`src/rtl/mem_port_sequencer_if.sv`:
```
// Bundle of fetch/data requester handshakes and the shared memory port.
// master = requester/memory side, slave = sequencer side.
interface mem_port_sequencer_if #(
  parameter int unsigned ADDR_W = 32,
  parameter int unsigned DATA_W = 32
);
  logic              fetch_req;
  logic [ADDR_W-1:0] fetch_addr;
  logic              fetch_done;
  logic [DATA_W-1:0] fetch_data;
  logic              data_req;
  logic              data_wr;
  logic [ADDR_W-1:0] data_addr;
  logic [DATA_W-1:0] data_wdata;
  logic              data_done;
  logic [DATA_W-1:0] data_rdata;
  logic [ADDR_W-1:0] mem_addr;
  logic              mem_wr;
  logic [DATA_W-1:0] mem_wdata;
  logic [DATA_W-1:0] mem_data_in;
  logic              busy;
  logic              grant_data;

  modport master (
    output fetch_req, fetch_addr, data_req, data_wr, data_addr, data_wdata, mem_data_in,
    input  fetch_done, fetch_data, data_done, data_rdata, mem_addr, mem_wr, mem_wdata,
    input  busy, grant_data
  );

  modport slave (
    input  fetch_req, fetch_addr, data_req, data_wr, data_addr, data_wdata, mem_data_in,
    output fetch_done, fetch_data, data_done, data_rdata, mem_addr, mem_wr, mem_wdata,
    output busy, grant_data
  );
endinterface

```
`src/rtl/mem_port_sequencer.sv`:
```
// Shares one memory port between instruction fetch and load/store with fixed read latency.
// Define MEM_ARB_RR_EN for round-robin tie-breaking; otherwise data always wins ties.
module mem_port_sequencer #(
  parameter int unsigned ADDR_W   = 32,
  parameter int unsigned DATA_W   = 32,
  parameter int unsigned READ_LAT = 2
) (
  input logic                 clk,
  input logic                 rst,
  mem_port_sequencer_if.slave bus
);

  typedef enum logic [2:0] {StIdle, StRead, StCapture, StWrite, StDone} state_e;

  localparam logic [3:0] CntInit = 4'(READ_LAT - 1);

  state_e            state_q, state_d;
  logic [3:0]        cnt_q, cnt_d;
  logic [ADDR_W-1:0] addr_q;
  logic [DATA_W-1:0] wdata_q;
  logic [DATA_W-1:0] fetch_data_q;
  logic [DATA_W-1:0] data_rdata_q;
  logic              grant_data_q;
  logic              any_req;
  logic              pick_data;

  assign any_req = bus.fetch_req | bus.data_req;

`ifdef MEM_ARB_RR_EN
  logic rr_data_q;

  // Pointer only matters on ties; a lone requester is always granted.
  assign pick_data = bus.data_req & (~bus.fetch_req | rr_data_q);

  always_ff @(posedge clk or posedge rst) begin
    if (rst) begin
      rr_data_q <= 1'b1;
    end else if (state_q == StDone) begin
      rr_data_q <= ~grant_data_q;
    end
  end
`else
  assign pick_data = bus.data_req;
`endif

  always_comb begin
    state_d = state_q;
    cnt_d   = cnt_q;
    case (state_q)
      StIdle: begin
        if (any_req) begin
          state_d = (pick_data && bus.data_wr) ? StWrite : StRead;
          cnt_d   = CntInit;
        end
      end
      StRead: begin
        if (cnt_q == 4'd0) begin
          state_d = StCapture;
        end else begin
          cnt_d = cnt_q - 4'd1;
        end
      end
      StCapture: state_d = StDone;
      StWrite:   state_d = StDone;
      StDone:    state_d = StIdle;
      default:   state_d = StIdle;
    endcase
  end

  always_ff @(posedge clk or posedge rst) begin
    if (rst) begin
      state_q      <= StIdle;
      cnt_q        <= 4'd0;
      addr_q       <= '0;
      wdata_q      <= '0;
      fetch_data_q <= '0;
      data_rdata_q <= '0;
      grant_data_q <= 1'b0;
    end else begin
      state_q <= state_d;
      cnt_q   <= cnt_d;
      if (state_q == StIdle && any_req) begin
        grant_data_q <= pick_data;
        addr_q       <= pick_data ? bus.data_addr : bus.fetch_addr;
        if (pick_data) begin
          wdata_q <= bus.data_wdata;
        end
      end
      if (state_q == StCapture) begin
        if (grant_data_q) begin
          data_rdata_q <= bus.mem_data_in;
        end else begin
          fetch_data_q <= bus.mem_data_in;
        end
      end
    end
  end

  // Strobes decode straight from state so an async reset drops them at once.
  assign bus.mem_addr   = addr_q;
  assign bus.mem_wdata  = wdata_q;
  assign bus.mem_wr     = (state_q == StWrite);
  assign bus.fetch_done = (state_q == StDone) & ~grant_data_q;
  assign bus.data_done  = (state_q == StDone) & grant_data_q;
  assign bus.fetch_data = fetch_data_q;
  assign bus.data_rdata = data_rdata_q;
  assign bus.busy       = (state_q != StIdle);
  assign bus.grant_data = grant_data_q;

endmodule
```
`src/flat_wrapper.sv`:
```
// flat-port wrapper written by rule: the top's interface ports become plain ports
module mem_port_sequencer_flat 
#(
  parameter int unsigned ADDR_W   = 32,
  parameter int unsigned DATA_W   = 32,
  parameter int unsigned READ_LAT = 2
)
  (clk, rst, bus_fetch_req, bus_fetch_addr, bus_data_req, bus_data_wr, bus_data_addr, bus_data_wdata, bus_mem_data_in, bus_fetch_done, bus_fetch_data, bus_data_done, bus_data_rdata, bus_mem_addr, bus_mem_wr, bus_mem_wdata, bus_busy, bus_grant_data);
  mem_port_sequencer_if #(.ADDR_W(ADDR_W), .DATA_W(DATA_W)) bus_i ();
  input logic clk;
  input logic rst;
  input wire logic [$bits(bus_i.fetch_req)-1:0] bus_fetch_req;
  input wire logic [$bits(bus_i.fetch_addr)-1:0] bus_fetch_addr;
  input wire logic [$bits(bus_i.data_req)-1:0] bus_data_req;
  input wire logic [$bits(bus_i.data_wr)-1:0] bus_data_wr;
  input wire logic [$bits(bus_i.data_addr)-1:0] bus_data_addr;
  input wire logic [$bits(bus_i.data_wdata)-1:0] bus_data_wdata;
  input wire logic [$bits(bus_i.mem_data_in)-1:0] bus_mem_data_in;
  output wire logic [$bits(bus_i.fetch_done)-1:0] bus_fetch_done;
  output wire logic [$bits(bus_i.fetch_data)-1:0] bus_fetch_data;
  output wire logic [$bits(bus_i.data_done)-1:0] bus_data_done;
  output wire logic [$bits(bus_i.data_rdata)-1:0] bus_data_rdata;
  output wire logic [$bits(bus_i.mem_addr)-1:0] bus_mem_addr;
  output wire logic [$bits(bus_i.mem_wr)-1:0] bus_mem_wr;
  output wire logic [$bits(bus_i.mem_wdata)-1:0] bus_mem_wdata;
  output wire logic [$bits(bus_i.busy)-1:0] bus_busy;
  output wire logic [$bits(bus_i.grant_data)-1:0] bus_grant_data;
  assign bus_i.fetch_req = bus_fetch_req;
  assign bus_i.fetch_addr = bus_fetch_addr;
  assign bus_i.data_req = bus_data_req;
  assign bus_i.data_wr = bus_data_wr;
  assign bus_i.data_addr = bus_data_addr;
  assign bus_i.data_wdata = bus_data_wdata;
  assign bus_i.mem_data_in = bus_mem_data_in;
  assign bus_fetch_done = bus_i.fetch_done;
  assign bus_fetch_data = bus_i.fetch_data;
  assign bus_data_done = bus_i.data_done;
  assign bus_data_rdata = bus_i.data_rdata;
  assign bus_mem_addr = bus_i.mem_addr;
  assign bus_mem_wr = bus_i.mem_wr;
  assign bus_mem_wdata = bus_i.mem_wdata;
  assign bus_busy = bus_i.busy;
  assign bus_grant_data = bus_i.grant_data;
  mem_port_sequencer #(.ADDR_W(ADDR_W), .DATA_W(DATA_W), .READ_LAT(READ_LAT)) u_core (.clk(clk), .rst(rst), .bus(bus_i));
endmodule
```
`config.mk`:
```
export PLATFORM = sky130hd
export DESIGN_NAME = mem_port_sequencer_flat
export DESIGN_NICKNAME = d
export VERILOG_FILES = /design/src/rtl/mem_port_sequencer_if.sv /design/src/rtl/mem_port_sequencer.sv /design/src/flat_wrapper.sv
export SDC_FILE = /design/constraint.sdc
export NUM_CORES = 1
export LEC_CHECK = 0
export CORE_MARGIN = 2
export CORE_UTILIZATION = 42
export DETAILED_ROUTE_END_ITERATION = 8
export DONT_BUFFER_PORTS = 1
export PLACE_DENSITY = 0.56
export SETUP_SLACK_MARGIN = 0.5
export SLEW_MARGIN = 0
export SYNTH_ARGS = -nofsm -noshare
export SYNTH_HDL_FRONTEND = slang
export SYNTH_SLANG_ARGS = --single-unit
```
`constraint.sdc`:
```
create_clock -name clk -period 7.08 [get_ports clk]
set_clock_uncertainty 0.1 [all_clocks]
set_input_delay 1.416 -clock clk [delete_from_list [all_inputs] [get_ports clk]]
set_output_delay 1.416 -clock clk [all_outputs]
set_load 0.05 [all_outputs]
```
==> Word level (Yosys, flattened, before mapping) <==
Cells that the tools add are included.
{ "word_totals": {"mem_bits_rw": 0, "mem_count": 0, "romBits": 0, "latch_bits": 0, "ff_bits": 136, "in_bits": 133, "out_inout_bits": 133, "wordCells": 39} }
{ "classes": {"addsub": 1, "div_mod_pow": 0, "muxes": 8, "n_eq_ne": 7, "order_cmp": 0, "mul": 0, "n_bitwise": 4, "n_shift": 0, "reduce_logical": 12} }
{ "op_table": {"columns": ["operator", "count"], "rows": [
  ["$mux W32", 1],
  ["$pmux W3 S3", 1],
  ["$mux W4", 2],
  ["$pmux W4 S2", 1],
  ["$reduce_and A2 Y1", 4],
  ["$eq A3 B2 Y1 const B", 2],
  ["$mux W3", 2],
  ["$logic_not A4 Y1", 1],
  ["$ne A2 B1 Y1 const B", 2],
  ["$sub A4 B1 Y4 const B", 1],
  ["$eq A3 B1 Y1 const B", 1],
  ["$eq A3 B3 Y1 const B", 1],
  ["$logic_not A3 Y1", 1],
  ["$reduce_and A3 Y1", 1],
  ["$reduce_bool A3 Y1", 1],
  ["$and A1 B1 Y1", 2],
  ["$logic_and A1 B1 Y1", 2],
  ["$mux W2", 1],
  ["$ne A2 B2 Y1 const B", 1],
  ["$reduce_bool A2 Y1", 1],
  ["$reduce_or A2 Y1", 1],
  ["$not A1 Y1", 1],
  ["$or A1 B1 Y1", 1]
]} }

==> Logic depth before layout (Yosys ltp) <==
Gate-level depths: netlist (run 1).
{ "logic_depth": {"depth_word": 4, "ltp_mapped": 7, "depth_no_buf": 6} }

==> Worst setup path after synthesis (run 1) <==
No wires, ideal clock.
{ "synth_path": {"path_kind": "register -> output", "start": "register u_core.grant_data_q, in the netlist u_core.bus.grant_data", "end": "output bus_fetch_done", "path_stages_with_launch": 2, "required_ps": 5564, "arrival_time_ps": 2281, "path_buffers": 0, "path_slack_ps": 3283, "cell_sequence": "dfrtp_1 nor4b_1"} }
{ "synth_via": {"elab_chain_len": 2} }
{ "synth_rtl": {"columns": ["element", "line", "source"], "rows": [
  ["start: declaration", "mem_port_sequencer.sv:23", "logic grant_data_q;"],
  ["start signal: assignment", "mem_port_sequencer.sv:83", "grant_data_q <= pick_data;"],
  ["$not A1 Y1", "mem_port_sequencer.sv:103", "assign bus.fetch_done = (state_q == StDone) & ~grant_data_q;"],
  ["$and A1 B1 Y1", "mem_port_sequencer.sv:103", null],
  ["end: declaration", "flat_wrapper.sv:19", "output wire logic [$bits(bus_i.fetch_done)-1:0] bus_fetch_done;"]
]} }
Every way passes these cells.

==> Worst setup path in the final report (run 1) <==
{ "layout_path": {"start": "register u_core.grant_data_q, in the netlist u_core.bus.grant_data", "end": "output bus_data_done"} }
{ "layout_via": {"elab_chain_len": 1} }
{ "layout_rtl": {"columns": ["element", "line", "source"], "rows": [
  ["$and A1 B1 Y1", "mem_port_sequencer.sv:104", "assign bus.data_done = (state_q == StDone) & grant_data_q;"],
  ["end: declaration", "flat_wrapper.sv:21", "output wire logic [$bits(bus_i.data_done)-1:0] bus_data_done;"]
]} }
Every way passes these cells.

==> metrics, run 1 <==
EDFF count, synth=0; Syn Area/Cell=14.3 um2; CTS tree=done; global-route wire length before repair=18600 um; Via Count=3126; cell taking the most area after synthesis=dfrtp_1; Port-buffer cells=0; worst r2r path cells=4; Register Area=between 0.003 and 0.004 mm2; area of the die=~0.014 mm2; layout cells sized above 1=between 30% and 40%; Synth Flop Type=dfrtp_1; DRC violations left=0; Final Hold Viols=0; largest net degree at the start of global routing=83; Ports=around 270; Setup TNS=0 ps; Yosys top cell area share=61.5%; initial antenna violation count=0; clk slew on worst S/H paths=around 60 ps; layout filler cell count=1131; worst hold-check path type=register to register; Layout area overhead=15.0%; Worst EP required=5560 ps; Die Span Y=119 um; syn_nets=522; Mapped Area=0.00554 mm2; WHS Endpoint=u_core.cnt_q[1]; CTS Sinks=136; area occupied by multi-input gates=0.00198 mm2; core area=about 0.013 mm2; Root Buffer=clkbuf_16; r2r setup slk=approximately 4500 ps; setup bufs post-CTS=0; WS Path Type=register to output pin; htree depth=4; Max Clk Rate=0.305 GHz; antenna viol nets, final=0; CTS Buf Count=17; CP endpoint kind=output pin; Vias/cell=5.46; Worst Tran Pin Value=1200 ps; Ys Warns=0; hold path depth=1; hold_buf cts=0; Cell variety after synth=35; critical path data arrival time=1760 ps; die width=between 100 and 150 um; status=completed; Resize count post-CTS=0; most frequent cells after synthesis=dfrtp_1, mux2_2, o21ai_0, mux2i_1, o21ai_1; Worst R2R Start=u_core.state_q[0]; vias in the first global route=3284; DRT iter0 DRCs=~160; RSZ-0062 raised after global routing=no; hpwl dp=8490 um; Syn Inst Count=387; Area contributors post-synth=dfrtp_1, mux2_2, mux2i_1, o21ai_0, o21ai_1; row cnt=between 40 and 50; Final setup viols=0; CP Launch Type=register; Clk Latency, worst-skew pair=410 ps; Initial Util=43.5%; grt total ovfl=0; FFs w/ async S/R, synth=100%; synthesized flop and latch total=136; most common cell in the netlist=dfrtp_1; Slew HR=between 20% and 30%; GRT Total Usage=17.2%; max-cap viol count=0; fin crit period=3280 ps; Routed WL per cell=21.1 um; CP Max Fanout=6; Diodes inserted=0; Slew Viols, Final=0; Final nets=523; Critical R2R Capture=u_core.bus.mem_addr[13]; Placer Congestion=0.783; Max clock buf depth=2; First-pass DRT Iterations=4; Seq/Total Area, Yosys=61.5%; total wire length=12100 um; period utilisation layout=about 46%; min-delay src=u_core.cnt_q[1]
-- worst max-delay path by stage --
stage                                      from                  endpoint  slack (ps)  cells after the start
final                     u_core.bus.grant_data             bus_data_done        3800                      2
after global routing      u_core.bus.grant_data             bus_data_done        3680                      2
after CTS                 u_core.bus.grant_data             bus_data_done        3750                      2
after detailed placement           bus_data_req   u_core.bus.mem_addr[13]        3840                      4
after global placement             bus_data_req   u_core.bus.mem_addr[14]        3890                      4
after floorplan                             rst  u_core.bus.data_rdata[0]        1920                      1
-- cell usage in the layout (no fill, tap or decap), drive strengths merged --
cell,count
a21o,1
a21oi,1
a22o,1
a32o,1
and2,1
and3b,1
buf,8
bufinv,6
clkbuf,20
clkinv,5
clkinvlp,1
dfrtp,136
ha,2
inv,4
mux2,97
mux2i,33
nand3,2
nor2,4
nor2b,2
nor3,1
nor3b,2
nor4b,2
nor4bb,1
o21ai,64
o22a,1
or2,1
or3,1
or3b,1
xor2,1
-- state kept, by name, summed over array words and instances, names as in the netlist --
signal,cells
u_core.bus.data_rdata,32
u_core.bus.fetch_data,32
u_core.bus.mem_wdata,32
u_core.bus.grant_data,1
u_core.state_q,3
u_core.bus.mem_addr,32
u_core.cnt_q,4
-- worst max-delay path, stage by stage (launching register included) --
cell and delay (ps):
dfrtp_1 790, nor4bb_2 310, buf_4 250
-- metal layers --
metal  track usage (%)  up-vias  share of wire, %  routed length [um]
li1                  -     1378                 -                   -
met1              18.8     1566                37                4510
met2              27.8      157                49                5970
met3              8.29       25                11                1280
met4              8.63        0               2.7                 331
met5                 0        -                 0                   0
-- cell type report --
class	count	area share (%)
clock buffers	20	7.33
clock inverters	12	3.46
inverters	4	0.314
multi-input cells	221	31.1
flip-flops and latches	136	53.4
well taps	172	3.38
repair buffers	8	0.943
-- logic make-up after synthesis --
logic type	count (synthesis)	share of synthesized area (%)
adder cells (fa/ha/maj)	2	0.452
AND/OR/NAND/NOR	19	2.40
multiplexers	130	25.7
flip-flops	136	61.5
XOR/XNOR	1	0.158
AO/OA/AOI/OAI	69	6.58
buffers and inverters	30	3.25
-- metrics by stage --
step / hold WS [ps] / util [%] / cells / cell area [um2] / setup slack (ps)
final: 453 / 50.1 / 573 / 6370 / 3800
after global routing: 475 / 50.1 / 573 / 6370 / 3680
after CTS: 459 / 50.1 / 573 / 6370 / 3750
after detailed placement: 446 / 44.7 / 541 / 5680 / 3840
after global placement: 430 / 44.7 / 541 / 5680 / 3890
after floorplan: 404 / - / 387 / 5540 / 1920
Power of run 1 is left out: the tool's default activity adds up to more than one toggle a clock period on the data nets, which glitch-free logic cannot reach.
==> run 2: changes to the inputs <==
Settings changed: PLACE_DENSITY 0.56 to 0.59.
Clock period 7.08 ns to 3 ns, I/O delays scaled along.
==> metrics, run 2 (synthesis gave the netlist of run 1 again) <==
status=completed; Max Clk Rate=around 0.44 GHz; Diodes inserted=0 (unchanged); core area=0.0127 mm2 (unchanged); worst hold-check path type=input pin to async pin; CTS Sinks=136 (unchanged); Final Hold Viols=0 (unchanged); WS Path Type=register to output pin; htree depth=4 (unchanged); max-cap viol count=0 (unchanged); Setup TNS=0 ps (unchanged); CP Launch Type=register; Initial Util=43.5% (unchanged); buffers plus inverters on the worst setup path=1 (unchanged); Die Span Y=119 um (unchanged); Slowest-stage cell, CP=dfrtp_1; CP Max Fanout=35 (+29); Worst Tran Pin Value=756 ps (-440 ps); initial antenna violation count=0 (unchanged); hold_buf cts=0 (unchanged); DRT iter0 DRCs=217 (+35%); Ports=266 (unchanged); Worst EP required=2300 ps (-3260 ps); critical path data arrival time=1600 ps (-160 ps); setup bufs post-CTS=0 (unchanged); CP max stage delay=510 ps (-280 ps); Port-buffer cells=0 (unchanged); global-route wire length before repair=18200 um (-1.8%); die width=119 um (unchanged); Slew HR=49.6% (+29 points); hpwl dp=8210 um (-3.3%); Root Buffer=clkbuf_16; Max clock buf depth=2 (unchanged); vias in the first global route=3318 (+1.0%); DRC violations left=0 (unchanged); Via Count=3107 (-0.61%); RSZ-0062 raised after global routing=no; grt total ovfl=0 (unchanged); Final nets=524 (+0.19%); CP endpoint kind=output pin; row cnt=41 (unchanged); Vias/cell=5.41 (-0.78%); Placer Congestion=0.750 (-4.2%); CTS Buf Count=17 (unchanged); Final setup viols=0 (unchanged); layout cells sized above 1=36.6% (+0.66 points); total wire length=11700 um (-3.3%); CTS tree=done; Slew Viols, Final=0 (unchanged); CP delay by family, top=flip-flops; Routed WL per cell=20.4 um (-3.5%); area of the die=0.0141 mm2 (unchanged); clk slew on worst S/H paths=60 ps (about the same); most common cell after layout, fill and taps aside=dfrtp_1; most frequent cells in the layout=dfrtp_1, mux2_2, o21ai_0, mux2i_1, o21ai_1; fin crit period=2300 ps; layout filler cell count=1109 (-1.9%); Layout area overhead=14.5%; worst-path cell chain=or3_1 -> buf_4; First-pass DRT Iterations=4 (unchanged); GRT Total Usage=16.8% (-0.44 points); antenna viol nets, final=0 (unchanged); largest net degree at the start of global routing=137 (+65%); Clk Latency, worst-skew pair=400 ps (about the same); period utilisation layout=between 70 and 80%
run 2: cell count changes in the layout (fill, tap and decap cells not counted), sizes merged:
cell,change
buf,+1
bufinv,-3
clkbuf,+2
clkinv,-2
clkinvlp,+3
run 2: worst paths after layout:
kind	from	to	slack (ps)	cells after the start
min in group clk	bus_mem_data_in[23]	u_core.bus.data_rdata[23]	230	1
worst max register to register	u_core.state_q[0]	u_core.bus.mem_addr[14]	880	5
worst max-delay path	u_core.state_q[0]	bus_busy	700	2
max in group asynchronous	rst	u_core.bus.fetch_data[15]	2060	2
worst min-delay path	rst	u_core.bus.data_rdata[10]	120	2
worst min register to register	u_core.cnt_q[1]	u_core.cnt_q[1]	460	1
run 2: timing repair:
item,4_1_cts,5_1_grt
setup endpoints to repair,0,2
resized for setup,0,2
hold endpoints to repair,0,0
run 2: cell type report:
| type | instances | area, um2 | area share [%] |
|---|---|---|---|
| timing repair buffer | 9 | 80.1 | 1.26 |
| sequential | 136 | 3400 | 53.7 |
| inverter | 4 | 18.8 | 0.296 |
| clock inverter | 10 | 140 | 2.21 |
| multi-input combinational | 221 | 1980 | 31.3 |
| clock buffer | 22 | 494 | 7.80 |
| tap | 172 | 215 | 3.40 |
run 2: through the flow:
stage	setup WS, ps	utilization [%]	hold WS [ps]	area (um2)	cells
finish	704	49.8	121	6340	574
global route	618	49.8	202	6340	574
CTS	504	49.8	208	6330	574
detailed placement	868	44.8	446	5700	542
global placement	931	44.8	427	5700	542
floorplan	561	-	404	5550	387
run 2: per-layer routing:
layer,track usage (%),up-vias,routed length [um]
met5,0,-,0
met4,8.56,0,302
met3,7.85,22,1180
met2,27.4,167,5990
met1,18.2,1535,4220
li1,-,1383,-
run 2: worst register-to-register path: stages, from the launching register on:
cell and delay, ps:
dfrtp_1 510, or3_1 390, buf_4 270, or2_1 320, buf_4 250, o21ai_0 210
Power of run 2 is left out for the same reason.
==> run 3: changes to the inputs <==
Settings changed: ABC_AREA set to 1.
Clock period 3 ns to 2 ns, I/O delays scaled along.
==> metrics, run 3 <==
syn_nets=745 (+43%); Syn Inst Count=610 (+58%); FFs w/ async S/R, synth=100% (unchanged); complex-gate fraction of the synthesized area=17.6% (+11 points); main combinational cell family by area after synthesis=compound AO/OA/AOI/OAI gates; Final Hold Viols=0 (unchanged); Area contributors post-synth=dfrtp_1, o21ai_2, nand2_1, o21ai_1, inv_1; hpwl dp=9150 um (+11%); worst hold slack=11.4 ps (-109 ps); Slew HR=60.8% (+11 points); synthesized flop and latch total=136 (unchanged); status=completed; fin crit period=1910 ps; Ports=266 (unchanged); CP Launch Type=register; First-pass DRT Iterations=4 (unchanged); most common cell in the netlist=nand2_1; CTS tree=done; Syn Area/Cell=9.75 um2 (-32%); largest net degree at the start of global routing=97 (-29%); Via Count=4708 (+52%); Slew Viols, Final=0 (unchanged); initial antenna violation count=0 (unchanged); CTS Buf Count=17 (unchanged); Slowest-stage cell, CP=nor3_4; Post-Synth XOR/XNOR Area=0.147% (-0.011 points); Worst EP required=1500 ps (-800 ps); Die Span Y=123 um (+3.5%); Layout area overhead=58.3%; Root Buffer=clkbuf_16; WS Path Type=register to output pin; antenna viol nets, final=0 (unchanged); total wire length=18800 um (+61%); Cell variety after synth=23 (-34%); Port-buffer cells=0 (unchanged); clk slew on worst S/H paths=60 ps (about the same); EDFF count, synth=0 (unchanged); CP delay by family, top=simple AND/OR/NAND/NOR gates; most frequent cells in the layout=dfrtp_2, o21ai_2, nand2_4, inv_1, o21ai_0; Seq/Total Area, Yosys=57.2% (-4.2 points); CP endpoint kind=output pin; worst-path cell chain=nor3_4; die width=123 um (+3.5%); grt total ovfl=0 (unchanged); Max clock buf depth=2 (unchanged); Final setup viols=0 (unchanged); core area=0.0139 mm2 (+9.1%); CP max stage delay=540 ps (+30 ps); cell taking the most area after synthesis=dfrtp_1; critical path data arrival time=1410 ps (-190 ps); max-cap viol count=0 (unchanged); Worst Tran Pin Value=586 ps (-171 ps); DRC violations left=0 (unchanged); Adder-Cell Fraction of Synth Area=0.421% (-0.031 points); Placer Congestion=0.754 (+0.43%); post-synthesis mux area share=0% (-26 points); area of the die=0.0151 mm2 (+7.2%); Vias/cell=5.34 (-1.3%); CP Max Fanout=3 (-91%); Yosys top cell area share=57.2% (-4.2 points); vias in the first global route=4609 (+39%); Synth Flop Type=dfrtp_1; DRT iter0 DRCs=141 (-35%); htree depth=4 (unchanged); Ys Warns=0 (unchanged); Initial Util=42.8% (-0.68 points); Clk Latency, worst-skew pair=420 ps (+20 ps); Setup TNS=0 ps (unchanged); period utilisation layout=95.4%; CTS Sinks=136 (unchanged); buffers plus inverters on the worst setup path=0 (-1); post-synthesis simple-gate area fraction=15.5% (+13 points); Final nets=823 (+57%); Mapped Area=0.00595 mm2 (+7.4%); RSZ-0062 raised after global routing=yes; most common cell after layout, fill and taps aside=dfrtp_2; Diodes inserted=0 (unchanged); global-route wire length before repair=25000 um (+37%); most frequent cells after synthesis=nand2_1, dfrtp_1, inv_1, o21ai_2, o21ai_1; layout cells sized above 1=75.3% (+39 points); Max Clk Rate=0.524 GHz; Final Core Density=67.8% (+18 points); row cnt=43 (+4.9%); worst hold-check path type=input pin to register; GRT Total Usage=22.1% (+5.3 points); Routed WL per cell=21.4 um (+4.9%)
[run 3: cell types whose count changed in the layout (fill, tap and decap cells not counted), moves of 16 or more]
cell	change
buf_16	+24
mux2i_1	-33
dfrtp_1	-128
buf_6	+20
inv_1	+67
dlygate4sd3_1	+16
nand2_1	+22
dfrtp_2	+128
or2_2	+32
mux2_2	-96
o21ai_2	+112
o21ai_1	-18
nand2_2	+17
nand2_4	+109
[run 3: logic make-up after synthesis]
| kind of cell | Yosys count |
|---|---|
| simple gates | 204 |
| fa+ha+maj | 2 |
| xor+xnor | 1 |
| flops | 136 |
| buf+inv | 106 |
| compound gates | 161 |
[run 3: repair_timing]
| action | in CTS | in global routing |
|---|---|---|
| buffers inserted | 28 | 5 |
| resized for setup | 256 | 236 |
| endpoints found under the hold margin | 151 | 0 |
| cloned | 22 | 10 |
| pin swaps | 12 | 18 |
| hold buffers | 16 | 0 |
| setup endpoints to repair | 224 | 142 |
[run 3: cell type report]
type	instances	area, um2
Tap cell	180	225
Clock buffer	21	470
Sequential cell	136	3560
Fill cell	934	4460
Clock inverter	11	145
Inverter	74	284
Timing Repair Buffer	91	1570
Multi-Input combinational cell	368	3160
[run 3: stage by stage]
stage / setup slack, ps / instances / cell area, um2
4_1_cts: 80.8 / 866 / 8300
3_5_place_dp: 313 / 768 / 6080
3_3_place_gp: 371 / 768 / 6080
6_report: 91.0 / 881 / 9420
5_1_grt: 46.6 / 881 / 9420
2_1_floorplan: -193 / 610 / 5980
[run 3: final timing paths]
check	slack, ps	cells past startpoint	end	from
setup reg to reg	160	9	u_core.bus.data_rdata[18]	u_core.state_q[2]
setup / recovery	90	1	bus_mem_wr	u_core.state_q[2]
max in group asynchronous	840	3	u_core.bus.mem_addr[22]	rst
hold reg to reg	450	2	u_core.cnt_q[1]	u_core.cnt_q[1]
min in group asynchronous	510	3	u_core.bus.mem_wdata[11]	rst
hold / removal	10	2	u_core.bus.mem_wdata[6]	bus_data_wdata[6]
[run 3: metal layers]
layer / GRT usage (%) / part of all wire (%) / vias up
li1: - / - / 2125
met1: 24.8 / 36 / 2329
met2: 39.3 / 54 / 218
met3: 6.69 / 7.7 / 36
met4: 8.38 / 2.5 / 0
met5: 0 / 0 / -
Power of run 3 is left out for the same reason.
